File: src/rtl/config_pkg.sv
// Shared types and field layout for the serial configuration receiver.
package config_pkg;

    localparam int CFG_WIDTH = 58;

    // Engine configuration field layout inside the committed word
    localparam int CR_OFFSET_LSB  = 0;
    localparam int CR_OFFSET_MSB  = 15;
    localparam int CI_OFFSET_LSB  = 16;
    localparam int CI_OFFSET_MSB  = 31;
    localparam int SCALING_LSB    = 32;
    localparam int SCALING_MSB    = 38;
    localparam int CTR_SELECT_LSB = 39;
    localparam int CTR_SELECT_MSB = 41;
    localparam int MAX_CTR_LSB    = 42;
    localparam int MAX_CTR_MSB    = 57;

    typedef enum logic [1:0] {
        IDLE   = 2'b00,
        SHIFT  = 2'b01,
        COMMIT = 2'b10
    } state_e;

    typedef enum logic [1:0] {
        ERR_OK    = 2'b00,
        ERR_SHORT = 2'b01,
        ERR_LONG  = 2'b10,
        ERR_BUSY  = 2'b11
    } err_e;

endpackage

File: src/rtl/sync_edge_detect.sv
// Two-flop synchroniser plus previous-sample flop; level and edge flags are registered.
module sync_edge_detect (
    input  logic clk,
    input  logic rst_n,
    input  logic d,
    output logic level,
    output logic rise,
    output logic fall
);

    logic meta;
    logic sync;

    // level is the previous synchronised sample, so edges compare sync against it
    always_ff @(posedge clk or negedge rst_n) begin
        if (!rst_n) begin
            meta  <= 1'b0;
            sync  <= 1'b0;
            level <= 1'b0;
            rise  <= 1'b0;
            fall  <= 1'b0;
        end else begin
            meta  <= d;
            sync  <= meta;
            level <= sync;
            rise  <= sync & ~level;
            fall  <= ~sync & level;
        end
    end

endmodule

File: src/rtl/config_receiver.sv
// Serial frame receiver: shifts sen/sclk/sdata frames into a shadow and commits
// only complete, correctly sized frames while the engine is idle.
module config_receiver #(
    parameter int CFG_WIDTH = config_pkg::CFG_WIDTH
) (
    input  logic                 clk,
    input  logic                 rst_n,
    input  logic                 sen_in,
    input  logic                 sclk_in,
    input  logic                 sdata_in,
    input  logic                 busy,
    output logic [CFG_WIDTH-1:0] config_out,
    output logic                 start,
    output logic                 cfg_valid,
    output logic [1:0]           err_code
);
    import config_pkg::*;

    localparam int CNT_W = $clog2(CFG_WIDTH + 2);
    localparam logic [CNT_W-1:0] CNT_FULL = CNT_W'(CFG_WIDTH);
    localparam logic [CNT_W-1:0] CNT_MAX  = CNT_W'(CFG_WIDTH + 1);

    logic [2:0] lvl, rise, fall;

    // lane 0 = sen, 1 = sdata, 2 = sclk (pin order on ui_in)
    sync_edge_detect u_sync [2:0] (
        .clk   (clk),
        .rst_n (rst_n),
        .d     ({sclk_in, sdata_in, sen_in}),
        .level (lvl),
        .rise  (rise),
        .fall  (fall)
    );

    logic sen_s, sdata_s, sen_rise, sen_fall, sclk_rise;
    assign sen_s     = lvl[0];
    assign sdata_s   = lvl[1];
    assign sen_rise  = rise[0];
    assign sen_fall  = fall[0];
    assign sclk_rise = rise[2];

    logic unused_edges;
    assign unused_edges = ^{rise[1], fall[1], fall[2], lvl[2]};

    state_e               state;
    err_e                 err_q;
    logic [CNT_W-1:0]     bit_cnt;
    logic [CFG_WIDTH-1:0] shadow;
    logic [2:0]           warm;
    logic                 armed;

    assign err_code = err_q;

    // armed only once sen has been seen low with a filled synchroniser, so a
    // frame already open across reset release is ignored
    always_ff @(posedge clk or negedge rst_n) begin
        if (!rst_n) begin
            state      <= IDLE;
            err_q      <= ERR_OK;
            bit_cnt    <= '0;
            shadow     <= '0;
            config_out <= '0;
            start      <= 1'b0;
            cfg_valid  <= 1'b0;
            warm       <= '0;
            armed      <= 1'b0;
        end else begin
            start <= 1'b0;
            warm  <= {warm[1:0], 1'b1};
            if (warm[2] && !sen_s)
                armed <= 1'b1;

            case (state)
                IDLE: begin
                    if (sen_rise && armed) begin
                        bit_cnt <= '0;
                        shadow  <= '0;
                        err_q   <= ERR_OK;
                        state   <= SHIFT;
                    end
                end
                SHIFT: begin
                    if (sen_fall) begin
                        state <= COMMIT;
                    end else if (sclk_rise && sen_s) begin
                        shadow <= {sdata_s, shadow[CFG_WIDTH-1:1]};
                        if (bit_cnt != CNT_MAX)
                            bit_cnt <= bit_cnt + 1'b1;
                    end
                end
                COMMIT: begin
                    state <= IDLE;
                    if (bit_cnt < CNT_FULL) begin
                        err_q <= ERR_SHORT;
                    end else if (bit_cnt > CNT_FULL) begin
                        err_q <= ERR_LONG;
                    end else if (busy) begin
                        err_q <= ERR_BUSY;
                    end else begin
                        config_out <= shadow;
                        start      <= 1'b1;
                        cfg_valid  <= 1'b1;
                        err_q      <= ERR_OK;
                    end
                end
                default: state <= IDLE;
            endcase
        end
    end

endmodule

File: config.mk
export PLATFORM = sky130hd
export DESIGN_NAME = config_receiver
export DESIGN_NICKNAME = d
export VERILOG_FILES = /design/src/rtl/config_pkg.sv /design/src/rtl/sync_edge_detect.sv /design/src/rtl/config_receiver.sv
export SDC_FILE = /design/constraint.sdc
export NUM_CORES = 1
export LEC_CHECK = 0
export CORE_UTILIZATION = 50
export CTS_BUF_LIST = sky130_fd_sc_hd__clkbuf_4
export DETAILED_ROUTE_END_ITERATION = 16
export HOLD_SLACK_MARGIN = 0.1
export PLACE_DENSITY = 0.81
export SLEW_MARGIN = 40
export SYNTH_ARGS = -nofsm -noshare
export SYNTH_HDL_FRONTEND = slang
export SYNTH_HIERARCHICAL = 1
export SYNTH_SLANG_ARGS = --single-unit
export TNS_END_PERCENT = 30
File: constraint.sdc
create_clock -name clk -period 2.82 [get_ports clk]
set_clock_uncertainty 0.2 [all_clocks]
set_input_delay 0.564 -clock clk [delete_from_list [all_inputs] [get_ports clk]]
set_output_delay 0.564 -clock clk [all_outputs]
set_load 0.05 [all_outputs]
==> results of run 1 <==
[flip-flops by register name (all words and copies together) (netlist names), 3 cells and up]
register      flops
u_sync/sync       3
u_sync/level      3
u_sync/meta       3
config_out       58
warm              3
shadow           58
bit_cnt           6
[final timing paths]
kind	slack, ns	end	cells past startpoint	from
setup / recovery	0.32	config_out[56]	1	config_out[56]
hold / removal	0.16	u_sync[2]/sync	0	u_sync[2]/meta
setup reg to reg	0.50	config_out[50]	6	bit_cnt[0]
hold reg to reg	0.16	u_sync[2]/sync	0	u_sync[2]/meta
max in group asynchronous	1.39	shadow[29]	3	rst_n
min in group asynchronous	0.35	cfg_valid	2	rst_n
[where the power goes]
part | switching, mW | internal, mW
clock network | 0.699 | 0.727
logic | 0.230 | 0.128
registers | 0.0501 | 2.11
[area by class of cell]
class                   instances  area (µm²)  area share [%]
multi-input cells             232        2080            29.3
clock buffers                  20         150            2.12
clock inverters                11         164            2.31
flip-flops and latches        144        3600            50.8
inverters                      30         113            1.59
repair buffers                 78         807            11.4
well taps                     143         179            2.52
[routing by layer]
metal	GRT usage [%]	part of all wire, %
met5	0	0
met4	7.73	1.3
met3	4.70	4.1
met2	29.3	49
met1	23.2	45
[cells in the final DEF, fill, tap and decap left out, drive strengths merged, types with 2 or more instances in the layout]
cell type,n
and4,2
dfrtp,144
clkbuf,20
a211o,4
mux2i,28
a2bb2oi,2
inv,31
clkinv,6
buf,11
nand4bb,2
o21ai,5
and2b,3
o211ai,3
nor4,2
clkdlybuf4s50,66
ha,2
nor2,30
nand2,32
mux2,87
nand3,4
nor3,3
a21boi,3
nor2b,3
bufinv,4
[metrics by stage]
step / hold WS [ns] / worst slack (ns)
6_report: 0.158 / 0.319
4_1_cts: 0.162 / 0.239
5_1_grt: 0.174 / 0.210
3_5_place_dp: 0.136 / 0.0749
3_3_place_gp: 0.134 / 0.140
2_1_floorplan: 0.0684 / 0.629
[timing repair]
item	4_1_cts	5_1_grt
gates resized for setup	0	0
hold buffers	1	0
setup endpoints to repair	0	0
endpoints found under the hold margin	49	0
==> metrics.yaml, run 1 <==
logic_synthesis:
  yosysWarnings: 6
  netlist_instances: 426
  netlist_area_um2: 5910
  syn_nets: 434
  avgSynthCellArea_um2: 13.9
critical_path:
  cp_top_family: "buffers and inverters"
  critPathCaptureType: "primary output"
  slowest_delay_ns: 0.82
  critPathMaxFanout: 2
  critPathBufInv: 1
  required_ns: 2.06
  crit_type: "reg2out"
  crit_slowest_cell: "clkdlybuf4s50_1"
  critical_path_arrival_ns: 1.74
  crit_chain: "clkdlybuf4s50_1"
  start_kind: "flop"
cts:
  htree_levels: 4
  cts_tree: "yes"
  clock_sinks: 144
  clk_latency_ns: 0.51
  post_cts_buffers: 0
  path_clk_slew_ns: 0.12
  numCtsBuffers: 17
  cts_root_buffer: "clkbuf_4"
  clk_path_buf_depth: 2
place:
  hpwlAfterDp_um: 6690
  dp.cells: 626
  port_buffers: 67
  gp_congestion: 0.816
  placed_area_um2: 6770
timing:
  finalHoldViolations: 0
  max_freq_mhz: 400
  worst_pin_slew_ns: 0.709
  relSlewSlack_pct: 52.3
  layout_min_cycle_time_ns: 2.50
  setup_viol_count_final: 0
  fin_setup_tns_ns: 0
  slew_violations: 0
  grt_setup_unrepaired: "false"
  fin_crit_sh_pct: 88.7
finish:
  final_area_um2: 7100
  fin_cells: 658
  diodes: 0
  drive_above_1_share_pct: 26.2
  final_util_pct: 61.9
  nets: 511
  nFillCells: 895
  syn_to_final_growth_pct: 20.0
global_routing:
  antenna_found_initial: 0
  grt_pass1_wl_um: 17600
  overflow: 0
  grt_usage_pct: 18.1
  grt_max_degree: 53
  grt_pass1_vias: 3580
routing:
  drt_pass1_iterations: 4
  detail-route-antenna-nets: 0
  routed_wirelength_um: 10100
  drtIter0Drc: 163
  drt-vias-per-instance: 5.26
  num_vias: 3459
  wl_per_cell_um: 15.4
  drc: 0
job:
  max-cap-violations: 0
die:
  rows: 39
  core-area_um2: 11500
  die-area_um2: 12300
  start_util_pct: 51.6
  die_h_um: 111
  pin_count: 68
  die_w_um: 111
worst_hold_path:
  hp-class: "reg2reg"
power_and_ir_drop:
  leakagePower_nw: 3.27
  ir_drop_mv: 0.315
  fin_total_pwr_mw: 3.94
  p_per_area_nw_per_um2: 556
outcome:
  status: "finished, final reports clean"
Power figures use the tool's default switching activity.
==> inputs of run 2 (changes only) <==
--- a/config.mk
+++ b/config.mk
@@ -5,6 +5,7 @@
 export SDC_FILE = /design/constraint.sdc
 export NUM_CORES = 1
 export LEC_CHECK = 0
+export ABC_CLOCK_PERIOD_IN_PS = 2820
 export CORE_UTILIZATION = 50
 export CTS_BUF_LIST = sky130_fd_sc_hd__clkbuf_4
 export DETAILED_ROUTE_END_ITERATION = 16
==> results of run 2 <==
Final layout, timing and power as in run 1 (identical DEF).
==> inputs of run 3 (changes only) <==
--- a/config.mk
+++ b/config.mk
@@ -10,7 +10,7 @@
 export CTS_BUF_LIST = sky130_fd_sc_hd__clkbuf_4
 export DETAILED_ROUTE_END_ITERATION = 16
 export HOLD_SLACK_MARGIN = 0.1
-export PLACE_DENSITY = 0.81
+export PLACE_DENSITY = 0.72
 export SLEW_MARGIN = 40
 export SYNTH_ARGS = -nofsm -noshare
 export SYNTH_HDL_FRONTEND = slang
==> run 3 against run 2 <==
Net effect:
- clock power down 21%
- fmax down 0.47%
- combinational power barely moved
- largest power group unchanged
==> metrics.yaml, run 3 (same netlist as run 1, synthesis figures left out) <==
outcome:
  status: "finished, final reports clean"  # unchanged
critical_path:
  crit_cells: 1  # unchanged
  crit_slowest_cell: "clkdlybuf4s50_1"  # unchanged
  slowest_delay_ns: 0.82  # about the same
  startpoint: "config_out[0]"  # was config_out[56]
  crit_type: "reg2out"  # unchanged
  start_kind: "flop"  # unchanged
  critPathMaxFanout: 2  # unchanged
  r2r-end: "config_out[8]"  # was config_out[50]
  required_ns: 2.06  # about the same
  crit_chain: "clkdlybuf4s50_1"  # unchanged
  worstSetupEndpoint: "config_out[0]"  # was config_out[56]
  reg2reg_from: "bit_cnt[0]"  # unchanged
  worstRegToRegCells: 6  # unchanged
  cp_top_family: "buffers and inverters"  # unchanged
  critical_path_arrival_ns: 1.75  # was 1.74 ns
  critPathCaptureType: "primary output"  # unchanged
  critPathBufInv: 1  # unchanged
  rrSetupSlack_ns: 0.50  # about the same
cts:
  clk_latency_ns: 0.52  # was 0.51 ns
  numCtsBuffers: 17  # unchanged
  post_cts_buffers: 0  # unchanged
  cts_tree: "yes"  # unchanged
  htree_levels: 4  # unchanged
  cts_root_buffer: "clkbuf_4"  # unchanged
  clock_sinks: 144  # unchanged
  clk_path_buf_depth: 2  # unchanged
  path_clk_slew_ns: 0.12  # about the same
die:
  die-area_um2: 12300  # unchanged
  pin_count: 68  # unchanged
  core-area_um2: 11500  # unchanged
  die_h_um: 111  # unchanged
  start_util_pct: 51.6  # unchanged
  rows: 39  # unchanged
  die_w_um: 111  # unchanged
routing:
  wl_per_cell_um: 15.2  # was 15.4 µm
  drt_pass1_iterations: 4  # unchanged
  drt-vias-per-instance: 5.13  # was 5.26
  drtIter0Drc: 159  # was 163
  drc: 0  # unchanged
  routed_wirelength_um: 10000  # was 10100 µm
  num_vias: 3382  # was 3459
  detail-route-antenna-nets: 0  # unchanged
timing:
  setup_viol_count_final: 0  # unchanged
  finalHoldViolations: 0  # unchanged
  fin_setup_tns_ns: 0  # unchanged
  slew_violations: 0  # unchanged
  grt_setup_unrepaired: "false"  # unchanged
  worst_pin_slew_ns: 0.648  # was 0.709 ns
  layout_min_cycle_time_ns: 2.51  # was 2.50 ns
  relSlewSlack_pct: 56.4  # was 52.3%
  fin_crit_sh_pct: 89.1  # was 88.7%
  max_freq_mhz: 398  # was 400 MHz
place:
  hpwlAfterDp_um: 6390  # was 6690 µm
  dp.cells: 626  # unchanged
  port_buffers: 67  # unchanged
  gp_congestion: 0.778  # was 0.816
finish:
  nFillCells: 916  # was 895
  syn_to_final_growth_pct: 18.6  # was 20.0%
  final_common_cell: "dfrtp_1"  # unchanged
  multi_input_area_um2: 2080  # unchanged
  nets: 511  # unchanged
  top_regs: "config_out: 58 flops, shadow: 58 flops, bit_cnt: 6 flops"  # unchanged
  drive_above_1_share_pct: 25.6  # was 26.2%
  fin_cells: 659  # was 658
  mostFrequentLayoutCells: "144 x dfrtp_1, 66 x clkdlybuf4s50_1, 47 x mux2_2, 40 x mux2_4, 32 x nand2_1"  # unchanged
  register_area_um2: 3600  # unchanged
  diodes: 0  # unchanged
  final_util_pct: 61.2  # was 61.9%
worst_hold_path:
  whs_path_depth: 0  # unchanged
  hp-class: "reg2reg"  # unchanged
power_and_ir_drop:
  p_per_area_nw_per_um2: 520  # was 556 nW/µm²
  ir_drop_mv: 0.365  # was 0.315 mV
  leakagePower_nw: 3.23  # was 3.27 nW
global_routing:
  grt_pass1_wl_um: 17400  # was 17600 µm
  grt_max_degree: 56  # was 53
  overflow: 0  # unchanged
  antenna_found_initial: 0  # unchanged
  grt_pass1_vias: 3562  # was 3580
  grt_usage_pct: 17.9  # was 18.1%
job:
  max-cap-violations: 0  # unchanged
run 3: power breakdown:
| group | total [mW] | switching, mW | internal (mW) |
|---|---|---|---|
| Sequential | 2.16 | 0.0514 | 2.11 |
| Combinational | 0.359 | 0.231 | 0.128 |
| Clock | 1.13 | 0.674 | 0.453 |
run 3: worst min-delay path by stage:
stage | from | end | slack (ns)
finish | u_sync[1]/meta | u_sync[1]/sync | 0.15
global route | warm[0] | warm[1] | 0.17
CTS | u_sync[1]/meta | u_sync[1]/sync | 0.16
detailed placement | u_sync[1]/meta | u_sync[1]/sync | 0.13
global placement | warm[1] | warm[2] | 0.13
floorplan | rst_n | armed | 0.07
run 3: per-stage QoR:
stage          setup WS, ns  total power [mW]  hold WS (ns)  cell area, µm²
2_1_floorplan         0.629              2.42        0.0684            5910
3_3_place_gp         0.0965              2.55         0.135            6770
3_5_place_dp         0.0529              2.56         0.135            6770
4_1_cts               0.247              3.69         0.161            7010
5_1_grt               0.218              3.81         0.173            7010
6_report              0.307              3.65         0.150            7010
run 3: final cells by class:
class | instances | area share (%)
clock inverter | 11 | 1.03
inverter | 30 | 1.61
tap | 143 | 2.55
multi-input combinational | 232 | 29.7
sequential | 144 | 51.4
timing repair buffer | 78 | 11.5
clock buffer | 21 | 2.25
run 3: per-layer routing:
metal  track usage [%]  routed length, µm  up-vias  share of wire, %
met5                 0                  0        -                 0
met4              8.09                172        0               1.7
met3              4.59                372       16               3.7
met2              27.3               4590       66                46
met1              24.3               4890     1697                49
li1                  -                  -     1603                 -
run 3: timing repair:
item	in CTS	in global routing
hold endpoints to repair	42	0
gates resized for setup	0	0
hold buffers	1	0
